==> src/rtl/nume_deserializer.sv <==
`default_nettype none
// ============================================================================
// Module   : nume_deserializer
// Purpose  : Capture stage for the serial out_nume stream. Collects bits
//            strobed by bit_valid into a WORD_W-bit word (MSB first) after a
//            start strobe, pulses word_valid for each completed word, flags a
//            match against MATCH_VAL and counts completed frames.
// Revision : 1.0  initial release
// ============================================================================
module nume_deserializer #(
    parameter int                WORD_W    = 8,
    parameter logic [WORD_W-1:0] MATCH_VAL = 8'h4E,
    parameter int                CNT_W     = 4
) (
    input  logic              clk,
    input  logic              rst_n,
    input  logic              bit_in,
    input  logic              bit_valid,
    input  logic              start,
    output logic [WORD_W-1:0] word_out,
    output logic              word_valid,
    output logic              match,
    output logic [CNT_W-1:0]  frame_cnt,
    output logic              busy,
    output logic              abort
);

    // Bit counter only has to reach WORD_W-1 before the word completes.
    localparam int                 c_BCNT_W   = (WORD_W > 2) ? $clog2(WORD_W) : 1;
    localparam logic [c_BCNT_W-1:0] c_LAST_BIT = c_BCNT_W'(WORD_W - 1);
    localparam logic [c_BCNT_W-1:0] c_BCNT_ONE = c_BCNT_W'(1);
    localparam logic [CNT_W-1:0]    c_FCNT_ONE = CNT_W'(1);

    typedef enum logic [1:0] {
        ST_IDLE  = 2'd0,
        ST_SHIFT = 2'd1,
        ST_DONE  = 2'd2
    } state_t;

    state_t              r_state;
    state_t              w_state;

    logic [WORD_W-1:0]   r_shreg;
    logic [WORD_W-1:0]   w_shreg;
    logic [c_BCNT_W-1:0] r_bit_cnt;
    logic [c_BCNT_W-1:0] w_bit_cnt;
    logic [WORD_W-1:0]   r_word;
    logic [WORD_W-1:0]   w_word;
    logic                r_match;
    logic                w_match;
    logic [CNT_W-1:0]    r_frame_cnt;
    logic [CNT_W-1:0]    w_frame_cnt;
    logic                r_abort;
    logic                w_abort;
    logic                r_word_valid;
    logic                r_busy;

    // Shift register contents after taking bit_in, and a fresh register
    // holding bit_in as the first bit of a new frame.
    logic [WORD_W-1:0]   w_shifted;
    logic [WORD_W-1:0]   w_first;

    assign w_shifted = {r_shreg[WORD_W-2:0], bit_in};
    assign w_first   = {{(WORD_W-1){1'b0}}, bit_in};

    // State register; reset returns the FSM to IDLE immediately.
    always_ff @(posedge clk or negedge rst_n) begin
        if (!rst_n) begin
            r_state <= ST_IDLE;
        end else begin
            r_state <= w_state;
        end
    end

    // Next-state and datapath decisions. start wins in every state: it opens a
    // new frame (discarding any partial word) and may carry that frame's bit 0.
    always_comb begin
        w_state     = r_state;
        w_shreg     = r_shreg;
        w_bit_cnt   = r_bit_cnt;
        w_word      = r_word;
        w_match     = r_match;
        w_frame_cnt = r_frame_cnt;
        w_abort     = 1'b0;

        if (start) begin
            w_state   = ST_SHIFT;
            w_shreg   = bit_valid ? w_first : '0;
            w_bit_cnt = bit_valid ? c_BCNT_ONE : '0;
            w_abort   = (r_state == ST_SHIFT);
        end else begin
            case (r_state)
                ST_IDLE: begin
                    w_state = ST_IDLE;
                end
                ST_SHIFT: begin
                    if (bit_valid) begin
                        if (r_bit_cnt == c_LAST_BIT) begin
                            w_word      = w_shifted;
                            w_match     = (w_shifted == MATCH_VAL);
                            w_frame_cnt = r_frame_cnt + c_FCNT_ONE;
                            w_shreg     = '0;
                            w_bit_cnt   = '0;
                            w_state     = ST_DONE;
                        end else begin
                            w_shreg   = w_shifted;
                            w_bit_cnt = r_bit_cnt + c_BCNT_ONE;
                        end
                    end
                end
                ST_DONE: begin
                    w_state = ST_IDLE;
                end
                default: begin
                    w_state = ST_IDLE;
                end
            endcase
        end
    end

    // Datapath and output registers; word_valid/busy track the state being
    // entered so they line up exactly with DONE/SHIFT.
    always_ff @(posedge clk or negedge rst_n) begin
        if (!rst_n) begin
            r_shreg      <= '0;
            r_bit_cnt    <= '0;
            r_word       <= '0;
            r_match      <= 1'b0;
            r_frame_cnt  <= '0;
            r_abort      <= 1'b0;
            r_word_valid <= 1'b0;
            r_busy       <= 1'b0;
        end else begin
            r_shreg      <= w_shreg;
            r_bit_cnt    <= w_bit_cnt;
            r_word       <= w_word;
            r_match      <= w_match;
            r_frame_cnt  <= w_frame_cnt;
            r_abort      <= w_abort;
            r_word_valid <= (w_state == ST_DONE);
            r_busy       <= (w_state == ST_SHIFT);
        end
    end

    assign word_out   = r_word;
    assign word_valid = r_word_valid;
    assign match      = r_match;
    assign frame_cnt  = r_frame_cnt;
    assign busy       = r_busy;
    assign abort      = r_abort;

endmodule
`default_nettype wire

==> config.mk <==
export PLATFORM = sky130hd
export DESIGN_NAME = nume_deserializer
export DESIGN_NICKNAME = d
export VERILOG_FILES = /design/src/rtl/nume_deserializer.sv
export SDC_FILE = /design/constraint.sdc
export NUM_CORES = 1
export LEC_CHECK = 0
export CORE_MARGIN = 2
export CORE_UTILIZATION = 35
export CTS_BUF_LIST = sky130_fd_sc_hd__clkbuf_4 sky130_fd_sc_hd__clkbuf_8
export CTS_CLUSTER_SIZE = 20
export DETAILED_ROUTE_END_ITERATION = 8
export DONT_BUFFER_PORTS = 1
export MAX_ROUTING_LAYER = met4
export PLACE_DENSITY = 0.52
export SETUP_SLACK_MARGIN = 0.02
export SYNTH_ARGS = -nofsm -noshare
export SYNTH_HDL_FRONTEND = slang
export SYNTH_SLANG_ARGS = --single-unit
==> constraint.sdc <==
create_clock -name clk -period 2 [get_ports clk]
set_input_delay 0.3 -clock clk [delete_from_list [all_inputs] [get_ports clk]]
set_output_delay 0.3 -clock clk [all_outputs]
set_load 0.02 [all_outputs]
==> results of run 1 <==
==> path summary, 6_finish.rpt <==
path	from	end	depth (start not counted)
worst min register to register	r_bit_cnt[1]	r_bit_cnt[1]	1
max in group asynchronous	rst_n	r_state[0]	2
worst min-delay path	start	busy	1
worst max register to register	r_bit_cnt[0]	word_out[0]	4
worst max-delay path	r_bit_cnt[0]	word_out[0]	4
min in group asynchronous	rst_n	word_out[2]	2
==> cells in the mapped netlist (all sizes together) <==
library cell	number
ha	3
a21oi	3
o21ai	2
mux2	9
xnor2	1
and2	2
nor2b	1
dfrtp	28
nand3b	2
xor2	2
nand2	3
mux2i	1
a21bo	1
nor2	3
nor4bb	2
buf	2
and3	1
inv	3
and4bb	1
a22o	7
nand4bb	1
nand3	1
nand4	2
a21o	2
==> final cells by class <==
| cell class | count | area [um2] |
|---|---|---|
| Multi-Input combinational cell | 50 | 439 |
| Clock inverter | 1 | 30.0 |
| Clock buffer | 3 | 22.5 |
| Tap cell | 46 | 57.6 |
| Timing Repair Buffer | 3 | 40.0 |
| Fill cell | 311 | 1980 |
| Inverter | 3 | 11.3 |
| Sequential cell | 28 | 701 |
==> power by group through the flow <==
stage	clock, W	sequential, W	combinational, W
global route	0.000403	0.000599	0.0000657
global placement	0	0.000607	0.0000366
detailed placement	0	0.000607	0.0000377
floorplan	0	0.000604	0.0000345
finish	0.000371	0.000596	0.0000546
CTS	0.000381	0.000596	0.0000569
==> registers in the layout, summed over array words and instances, names as in the netlist <==
signal,flops
abort,1
frame_cnt,4
r_state,2
match,1
r_bit_cnt,3
r_shreg,7
busy,1
word_out,8
word_valid,1
==> metrics by stage <==
stage / worst slack, ns / util, % / instance area [um2]
finish: 0.322 / 39.6 / 1300
global route: 0.220 / 39.6 / 1300
CTS: 0.297 / 39.6 / 1300
detailed placement: 0.319 / 36.8 / 1210
global placement: 0.365 / 36.8 / 1210
floorplan: 0.513 / - / 1170
==> metal layers <==
layer | global-route usage (%) | vias to the layer above | share of wire [%] | routed length, um
li1 | - | 310 | - | -
met1 | 15.0 | 313 | 49 | 918
met2 | 18.2 | 15 | 46 | 873
met3 | 4.55 | 2 | 4.1 | 77
met4 | 2.74 | 0 | 1.0 | 19
met5 | - | - | 0 | 0
==> worst max-delay path, cell delays in order, from the launching register on <==
cell	delay, ns
dfrtp_1	0.41
ha_1	0.20
ha_1	0.27
nand2_2	0.33
mux2_1	0.36
==> cell families after synthesis <==
| group | Yosys count |
|---|---|
| flip-flops | 28 |
| AND/OR/NAND/NOR | 19 |
| buffers and inverters | 5 |
| AO/OA/AOI/OAI | 15 |
| multiplexers | 10 |
| adder cells (fa/ha/maj) | 3 |
| XOR/XNOR | 3 |
==> layout by cell type (no fill, tap or decap), types with 2 or more instances in the layout <==
master / instances
a21o_1: 2
a21oi_1: 2
a22o_1: 7
and2_1: 2
clkbuf_4: 3
dfrtp_1: 28
dlygate4sd3_1: 2
ha_1: 3
inv_2: 2
mux2_1: 3
mux2_4: 6
nand2_1: 2
nand3b_1: 2
nand4_1: 2
nor2_1: 3
nor4bb_1: 2
xor2_1: 2
==> results.txt, run 1 <==
Synth Area in Adders = 3.20%
Tmin final = 1.68 ns
Hold Fails Final Rpt = 0
Clock skew = 0.00112 ns
Clk network pwr share = 36.3%
Mapped Nets = 91
Area Growth Syn to Fin = 10.9%
Vias post-DR = 640
Worst Path Arrival = 1.91 ns
Total gr overflow = 0
CTS tree = built
Crit path kind = register to register
Internal power = 0.000808 W
Mean Syn Cell Area = 14.1 um2
Non-Filler Instances = 134
Vias per inst = 4.78
Synth Register Bits = 28
Initial antenna violation count = 0
Routed Wire Length = 1890 um
Critical Path Sink Type = register
DRT antenna net count = 0
Cts bufs inserted = 3
DRT Pass-1 Iters = 4
Pin count of the biggest net entering global routing = 29
Fmax = 0.596 GHz
CTS sink count = 28
Nets = 97
Synth Area in Compound Gates = 9.81%
Clock root buffer = clkbuf_4
CTS max path bufs = 2
Min-delay worst type = input pin to register
Slew Limit Fails = 0
Clock transition at the registers of the reported paths = 0.15 ns
CTS H-Tree Depth = 1
Sequential-to-total area share from yosys stat = 59.7%
Sequential Power Share = 58.3%
Port Buffers = 0
Yosys warning count = 0
Worst hold margin = 0.0499 ns
CP Max Fanout = 13
Synth Instances = 83
Setup_tns = 0 ns
Post-synth cell types = 29
Data required, critical path = 2.23 ns
Leakage = 0.657 nW
Max IR drop VDD = 0.000443 V
DP Cell Count = 127
Net Sw Frac = 20.9%
Status = complete, no violations
Starting DRT DRC Count = 28
Syn Std Cell Area = 1170 um2
Comb power frac = 5.3%
First-pass GRT wire length = 3140 um
XOR/XNOR share of the synthesized area = 2.24%
Top Ports = 21
Final number of setup-violating endpoints = 0
Post-DP HPWL = 1350 um
Yosys top cell area share = 59.7%
Relative slew slack = 66.0%
Vias in the first global route = 669
GP Congestion = 0.783
Hold bufs inserted after CTS = 3
Top cells by area, synth = dfrtp_1, mux2_4, a22o_1, ha_1, mux2_1
Mux share of post-synthesis cell area = 11.4%
Clock latency on the worst-skew pair = 0.33 ns
RSZ-0062 raised after global routing = false
Initial Utilization = 35.7%
Largest family of logic cells by synthesized area = multiplexers
Width of the chip = 61.9 um
Max Cap Violations = 0
Area leader, netlist = dfrtp_1
Worst-margin pin slew = 0.508 ns
CORE AREA = 3280 um2
Die area = 3830 um2
Placement Rows = 21
Post_cts resized = 0
Die H = 61.9 um
Post-CTS setup buffer count = 0
Drt drc = 0
P_sw = 0.000213 W
Routed length per instance = 14.1 um
R2R setup slack = 0.32 ns
Synth Area in Simple Gates = 10.8%
Layout cell share with drive strength beyond 1 = 18.2%
Total GRT Usage = 11.9%
Crit share post-route = 83.9%
PwrDens = 785 nW/um2
ANT cells = 0
CP Launch Type = register
Tot Pwr = 0.00102 W
Power figures use the tool's default switching activity.
==> inputs of run 2 (changes only) <==
==> constraint.sdc (replaced) <==
create_clock -name clk -period 1.7 [get_ports clk]
set_input_delay 0.255 -clock clk [delete_from_list [all_inputs] [get_ports clk]]
set_output_delay 0.255 -clock clk [all_outputs]
set_load 0.02 [all_outputs]
==> results.txt, run 2 (synthesis results as in run 1) <==
GR Util met3 = 4.97% (+0.41 points)
CTS max path bufs = 2 (unchanged)
Crit share post-route = 93.2% (+9.3 points)
First-pass GRT wire length = 3310 um (+5.5%)
Fmax = 0.631 GHz (+5.9%)
Max Cap Violations = 0 (unchanged)
Clock skew = 0.00572 ns (+0.00460 ns)
CP Launch Type = register
Most frequent cells in the layout = dfrtp_1, a22o_1, mux2_4
Clock transition at the registers of the reported paths = 0.15 ns (about the same)
Port Buffers = 0 (unchanged)
Crit path kind = register to register
Total gr overflow = 0 (unchanged)
Clock root buffer = clkbuf_4
FILL cells = 334 (+7.4%)
Worst-margin pin slew = 0.441 ns (-0.0672 ns)
Max reg flops = 8 (unchanged)
Final number of setup-violating endpoints = 0 (unchanged)
Die area = 3830 um2 (unchanged)
Leakage = 0.667 nW (+1.6%)
Post-CTS setup buffer count = 0 (unchanged)
Width of the chip = 61.9 um (unchanged)
PwrDens = 919 nW/um2 (+17%)
Initial Utilization = 35.7% (unchanged)
DRT antenna net count = 0 (unchanged)
Vias in the first global route = 692 (+3.4%)
Tot Pwr = 0.00121 W (+18%)
End-of-flow core utilization = 40.1% (+0.46 points)
Worst Path Arrival = 1.82 ns (-0.09 ns)
CTS sink count = 28 (unchanged)
Vias per inst = 5.04 (+5.6%)
Hold Fails Final Rpt = 0 (unchanged)
Data required, critical path = 1.93 ns (-0.30 ns)
RSZ-0062 raised after global routing = false
Initial antenna violation count = 0 (unchanged)
Min-delay worst type = input pin to register
Post-DP HPWL = 1390 um (+3.0%)
R2R setup slack = 0.12 ns (-0.21 ns)
Layout cell share with drive strength beyond 1 = 20.0% (+1.8 points)
Drt drc = 0 (unchanged)
Clock latency on the worst-skew pair = 0.33 ns (about the same)
Status = complete, no violations
Grt met2 use = 19.7% (+1.5 points)
Tmin final = 1.58 ns (-0.0934 ns)
CP Max Fanout = 13 (unchanged)
CORE AREA = 3280 um2 (unchanged)
ANT cells = 0 (unchanged)
Vias post-DR = 686 (+7.2%)
Cts bufs inserted = 3 (unchanged)
Commonest non-fill, non-tap cell in the layout = dfrtp_1
CTS tree = built
Pin count of the biggest net entering global routing = 29 (unchanged)
Top Ports = 21 (unchanged)
CTS H-Tree Depth = 1 (unchanged)
Nets = 99 (+2.1%)
Die H = 61.9 um (unchanged)
Total GRT Usage = 12.7% (+0.78 points)
Critical Path Sink Type = register
Routed Wire Length = 2030 um (+7.7%)
Setup_tns = 0 ns (unchanged)
Layer with the highest usage = met2
Slew Limit Fails = 0 (unchanged)
Relative slew slack = 70.6% (+4.6 points)
DRT Pass-1 Iters = 5 (+1)
Starting DRT DRC Count = 24 (-14%)
Area Growth Syn to Fin = 12.2%
M1 GR Usage = 14.9% (-0.058 points)
GP Congestion = 0.774 (-1.2%)
Routed length per instance = 15.0 um (+6.1%)
Max IR drop VDD = 0.000550 V (+24%)
Placement Rows = 21 (unchanged)
run 2: cell count changes in the layout (fill, tap and decap cells not counted):
cell,delta
buf_4,+2
run 2: layout make-up:
cell class | instances | area [um2] | share of cell area (%)
Sequential cell | 28 | 701 | 53.2
Multi-Input combinational cell | 50 | 439 | 33.4
Tap cell | 46 | 57.6 | 4.37
Timing Repair Buffer | 5 | 55.1 | 4.18
Clock inverter | 1 | 30.0 | 2.28
Clock buffer | 3 | 22.5 | 1.71
Inverter | 3 | 11.3 | 0.856
run 2: final timing paths:
check / start / end / depth (start not counted)
max in group asynchronous: rst_n / frame_cnt[3] / 2
hold / removal: start / abort / 1
setup / recovery: r_bit_cnt[0] / word_out[1] / 4
min in group asynchronous: rst_n / word_out[3] / 2
setup reg to reg: r_bit_cnt[0] / word_out[1] / 4
hold reg to reg: r_bit_cnt[1] / r_bit_cnt[1] / 1
run 2: repair_timing:
action,in CTS,in global routing
hold buffers,3,0
gates resized for setup,0,0
endpoints found under the hold margin,31,0
setup endpoints to repair,0,0
run 2: layer usage:
layer  share of wire [%]  vias to the layer above
met1                  46                      347
li1                    -                      315
met2                  48                       20
met3                 4.3                        4
met4                 1.3                        0
met5                   0                        -
run 2: critical path, stage by stage, from the launching register on:
cell	delay (ns)
dfrtp_1	0.41
ha_1	0.20
ha_1	0.20
nand2_2	0.32
mux2_1	0.36
run 2: stage by stage:
stage	cells	setup slack, ns	hold slack, ns	area (um2)
5_1_grt	136	0.0489	0.0169	1320
6_report	136	0.115	0.0390	1320
3_5_place_dp	129	0.118	-0.0400	1220
4_1_cts	136	0.0997	0.0247	1320
2_1_floorplan	83	0.213	-0.0406	1170
3_3_place_gp	129	0.156	-0.0400	1220
run 2: power by group:
part	total, W	switching [W]	internal, W
Sequential	0.000701	0.0000186	0.000683
Combinational	0.0000680	0.0000370	0.0000310
Clock	0.000440	0.000201	0.000239
==> inputs of run 3 (changes only) <==
--- a/config.mk
+++ b/config.mk
@@ -5,7 +5,6 @@
 export SDC_FILE = /design/constraint.sdc
 export NUM_CORES = 1
 export LEC_CHECK = 0
-export CORE_MARGIN = 2
 export CORE_UTILIZATION = 35
 export CTS_BUF_LIST = sky130_fd_sc_hd__clkbuf_4 sky130_fd_sc_hd__clkbuf_8
 export CTS_CLUSTER_SIZE = 20
@@ -14,6 +13,7 @@
 export MAX_ROUTING_LAYER = met4
 export PLACE_DENSITY = 0.52
 export SETUP_SLACK_MARGIN = 0.02
+export SLEW_MARGIN = 20
 export SYNTH_ARGS = -nofsm -noshare
 export SYNTH_HDL_FRONTEND = slang
 export SYNTH_SLANG_ARGS = --single-unit
==> results.txt, run 3 (synthesis results as in run 1) <==
Status = complete, no violations
Data required, critical path = 1.94 ns (about the same)
CORE AREA = 3130 um2 (-4.8%)
Vias in the first global route = 722 (+4.3%)
Starting DRT DRC Count = 44 (+83%)
Highest routed layer = met4
Setup_tns = 0 ns (unchanged)
Leakage = 0.674 nW (+1.0%)
CTS sink count = 28 (unchanged)
CTS max path bufs = 2 (unchanged)
Most frequent cells in the layout = dfrtp_1, a22o_1, mux2_4
Pre-CTS WS = 0.125 ns (+0.00719 ns)
DP Cell Count = 129 (unchanged)
Hold Fails Final Rpt = 0 (unchanged)
Sequential Power Share = 58.4% (+0.4 points)
Metal3 WL = 71 um (-19%)
Port Buffers = 0 (unchanged)
Clock root buffer = clkbuf_4
Post-DP HPWL = 1390 um (+0.26%)
Worst Path Buf+Inv = 1 (+1)
Tmin final = 1.58 ns (-0.00462 ns)
Clock transition at the registers of the reported paths = 0.15 ns (about the same)
GP Congestion = 0.752 (-2.8%)
ANT cells = 0 (unchanged)
Nets = 101 (+2.0%)
Layout cell share with drive strength beyond 1 = 21.7% (+1.7 points)
Width of the chip = 59.9 um (-3.2%)
Max IR drop VDD = 0.000525 V (-4.6%)
Max Cap Violations = 0 (unchanged)
Max reg flops = 8 (unchanged)
First-pass GRT wire length = 3490 um (+5.4%)
Initial Utilization = 37.5% (+1.8 points)
Fmax = 0.633 GHz (+0.29%)
Total gr overflow = 0 (unchanged)
Commonest non-fill, non-tap cell in the layout = dfrtp_1
DRT antenna net count = 0 (unchanged)
Worst-margin pin slew = 0.452 ns (+0.0112 ns)
Die H = 59.9 um (-3.2%)
Vias per inst = 4.96 (-1.7%)
CP delay by family, top = adder cells
Clk network pwr share = 36.0% (-0.4 points)
CTS H-Tree Depth = 1 (unchanged)
Slew Limit Fails = 0 (unchanged)
Post_cts resized = 0 (unchanged)
Final number of setup-violating endpoints = 0 (unchanged)
Clock latency on the worst-skew pair = 0.33 ns (about the same)
CTS tree = built
CP Max Fanout = 7 (-6)
Cts bufs inserted = 3 (unchanged)
Placement Rows = 20 (-4.8%)
Total GRT Usage = 13.8% (+1.1 points)
DRT Pass-1 Iters = 3 (-2)
CP Launch Type = register
Crit path max-delay cell type = dfrtp_1
Min-delay worst type = input pin to register
Pin count of the biggest net entering global routing = 29 (unchanged)
Most used cell, CP = ha_1
Vias post-DR = 674 (-1.7%)
Routed wl met2 = 998 um (+1.6%)
Routed Wire Length = 2040 um (about the same)
Routed length per instance = 15.0 um (about the same)
Top Ports = 21 (unchanged)
Net Sw Frac = 20.8% (-0.42 points)
Crit share post-route = 93.0% (-0.27 points)
Internal power = 0.000953 W (about the same)
Critical Path Sink Type = register
Worst hold margin = 0.0461 ns (+0.00713 ns)
Relative slew slack = 69.9% (-0.74 points)
Clock skew = 0.00916 ns (+0.00344 ns)
End-of-flow core utilization = 42.5% (+2.4 points)
Crit path kind = register to register
RSZ-0062 raised after global routing = false
PwrDens = 905 nW/um2 (-1.5%)
Non-Filler Instances = 136 (unchanged)
Die area = 3590 um2 (-6.4%)
Area Growth Syn to Fin = 13.2%
Drt drc = 0 (unchanged)
Final worst setup slack = 0.120 ns (+0.00462 ns)
Worst path cell trace = ha_1 -> ha_1 -> nand2_2 -> buf_4 -> mux2_4
Comb power frac = 5.6% (about the same)
Initial antenna violation count = 0 (unchanged)
Met1 WL = 946 um (+1.1%)
CP peak stage delay = 0.41 ns (about the same)
P_sw = 0.000250 W (-2.5%)
Worst Path Arrival = 1.82 ns (about the same)
==> run 3: area by class of cell <==
cell class              instances  area (um2)
fillers                       290        1800
flip-flops and latches         28         701
multi-input cells              50         439
repair buffers                  7        70.1
well taps                      44        55.1
clock inverters                 1        30.0
clock buffers                   3        22.5
inverters                       3        11.3
==> run 3: worst reg2reg max path, stage by stage (launching register included) <==
cell and delay (ns):
dfrtp_1 0.41, ha_1 0.21, ha_1 0.28, nand2_2 0.12, buf_4 0.17, mux2_4 0.30
==> run 3: worst paths after layout <==
kind                              start           end  slack, ns  depth (start not counted)
setup / recovery           r_bit_cnt[0]   word_out[5]       0.12                          5
hold / removal                    start         abort       0.05                          1
setup reg to reg           r_bit_cnt[0]   word_out[5]       0.12                          5
hold reg to reg            r_bit_cnt[1]  r_bit_cnt[1]       0.54                          1
max in group asynchronous         rst_n    r_state[1]       1.20                          2
min in group asynchronous         rst_n   word_out[4]       0.33                          2
==> run 3: metal layers <==
layer	GRT usage (%)	vias up
met1	16.8	339
met3	4.33	2
li1	-	317
met4	3.99	0
met2	22.1	16
met5	-	-
==> run 3: timing repair <==
item,in CTS,in global routing
hold buffers,3,0
endpoints found under the hold margin,31,0
buffers inserted,0,0
==> run 3: power groups by stage <==
stage	sequential, W	clock, W	combinational [W]
6_report	0.000702	0.000433	0.0000678
5_1_grt	0.000705	0.000483	0.0000794
4_1_cts	0.000703	0.000456	0.0000694
3_5_place_dp	0.000715	0	0.0000453
3_3_place_gp	0.000715	0	0.0000455
2_1_floorplan	0.000711	0	0.0000406
==> run 3: metrics by stage <==
stage | total power (W) | area [um2]
global placement | 0.000760 | 1240
floorplan | 0.000751 | 1170
global route | 0.00127 | 1330
detailed placement | 0.000760 | 1240
CTS | 0.00123 | 1330
finish | 0.00120 | 1330
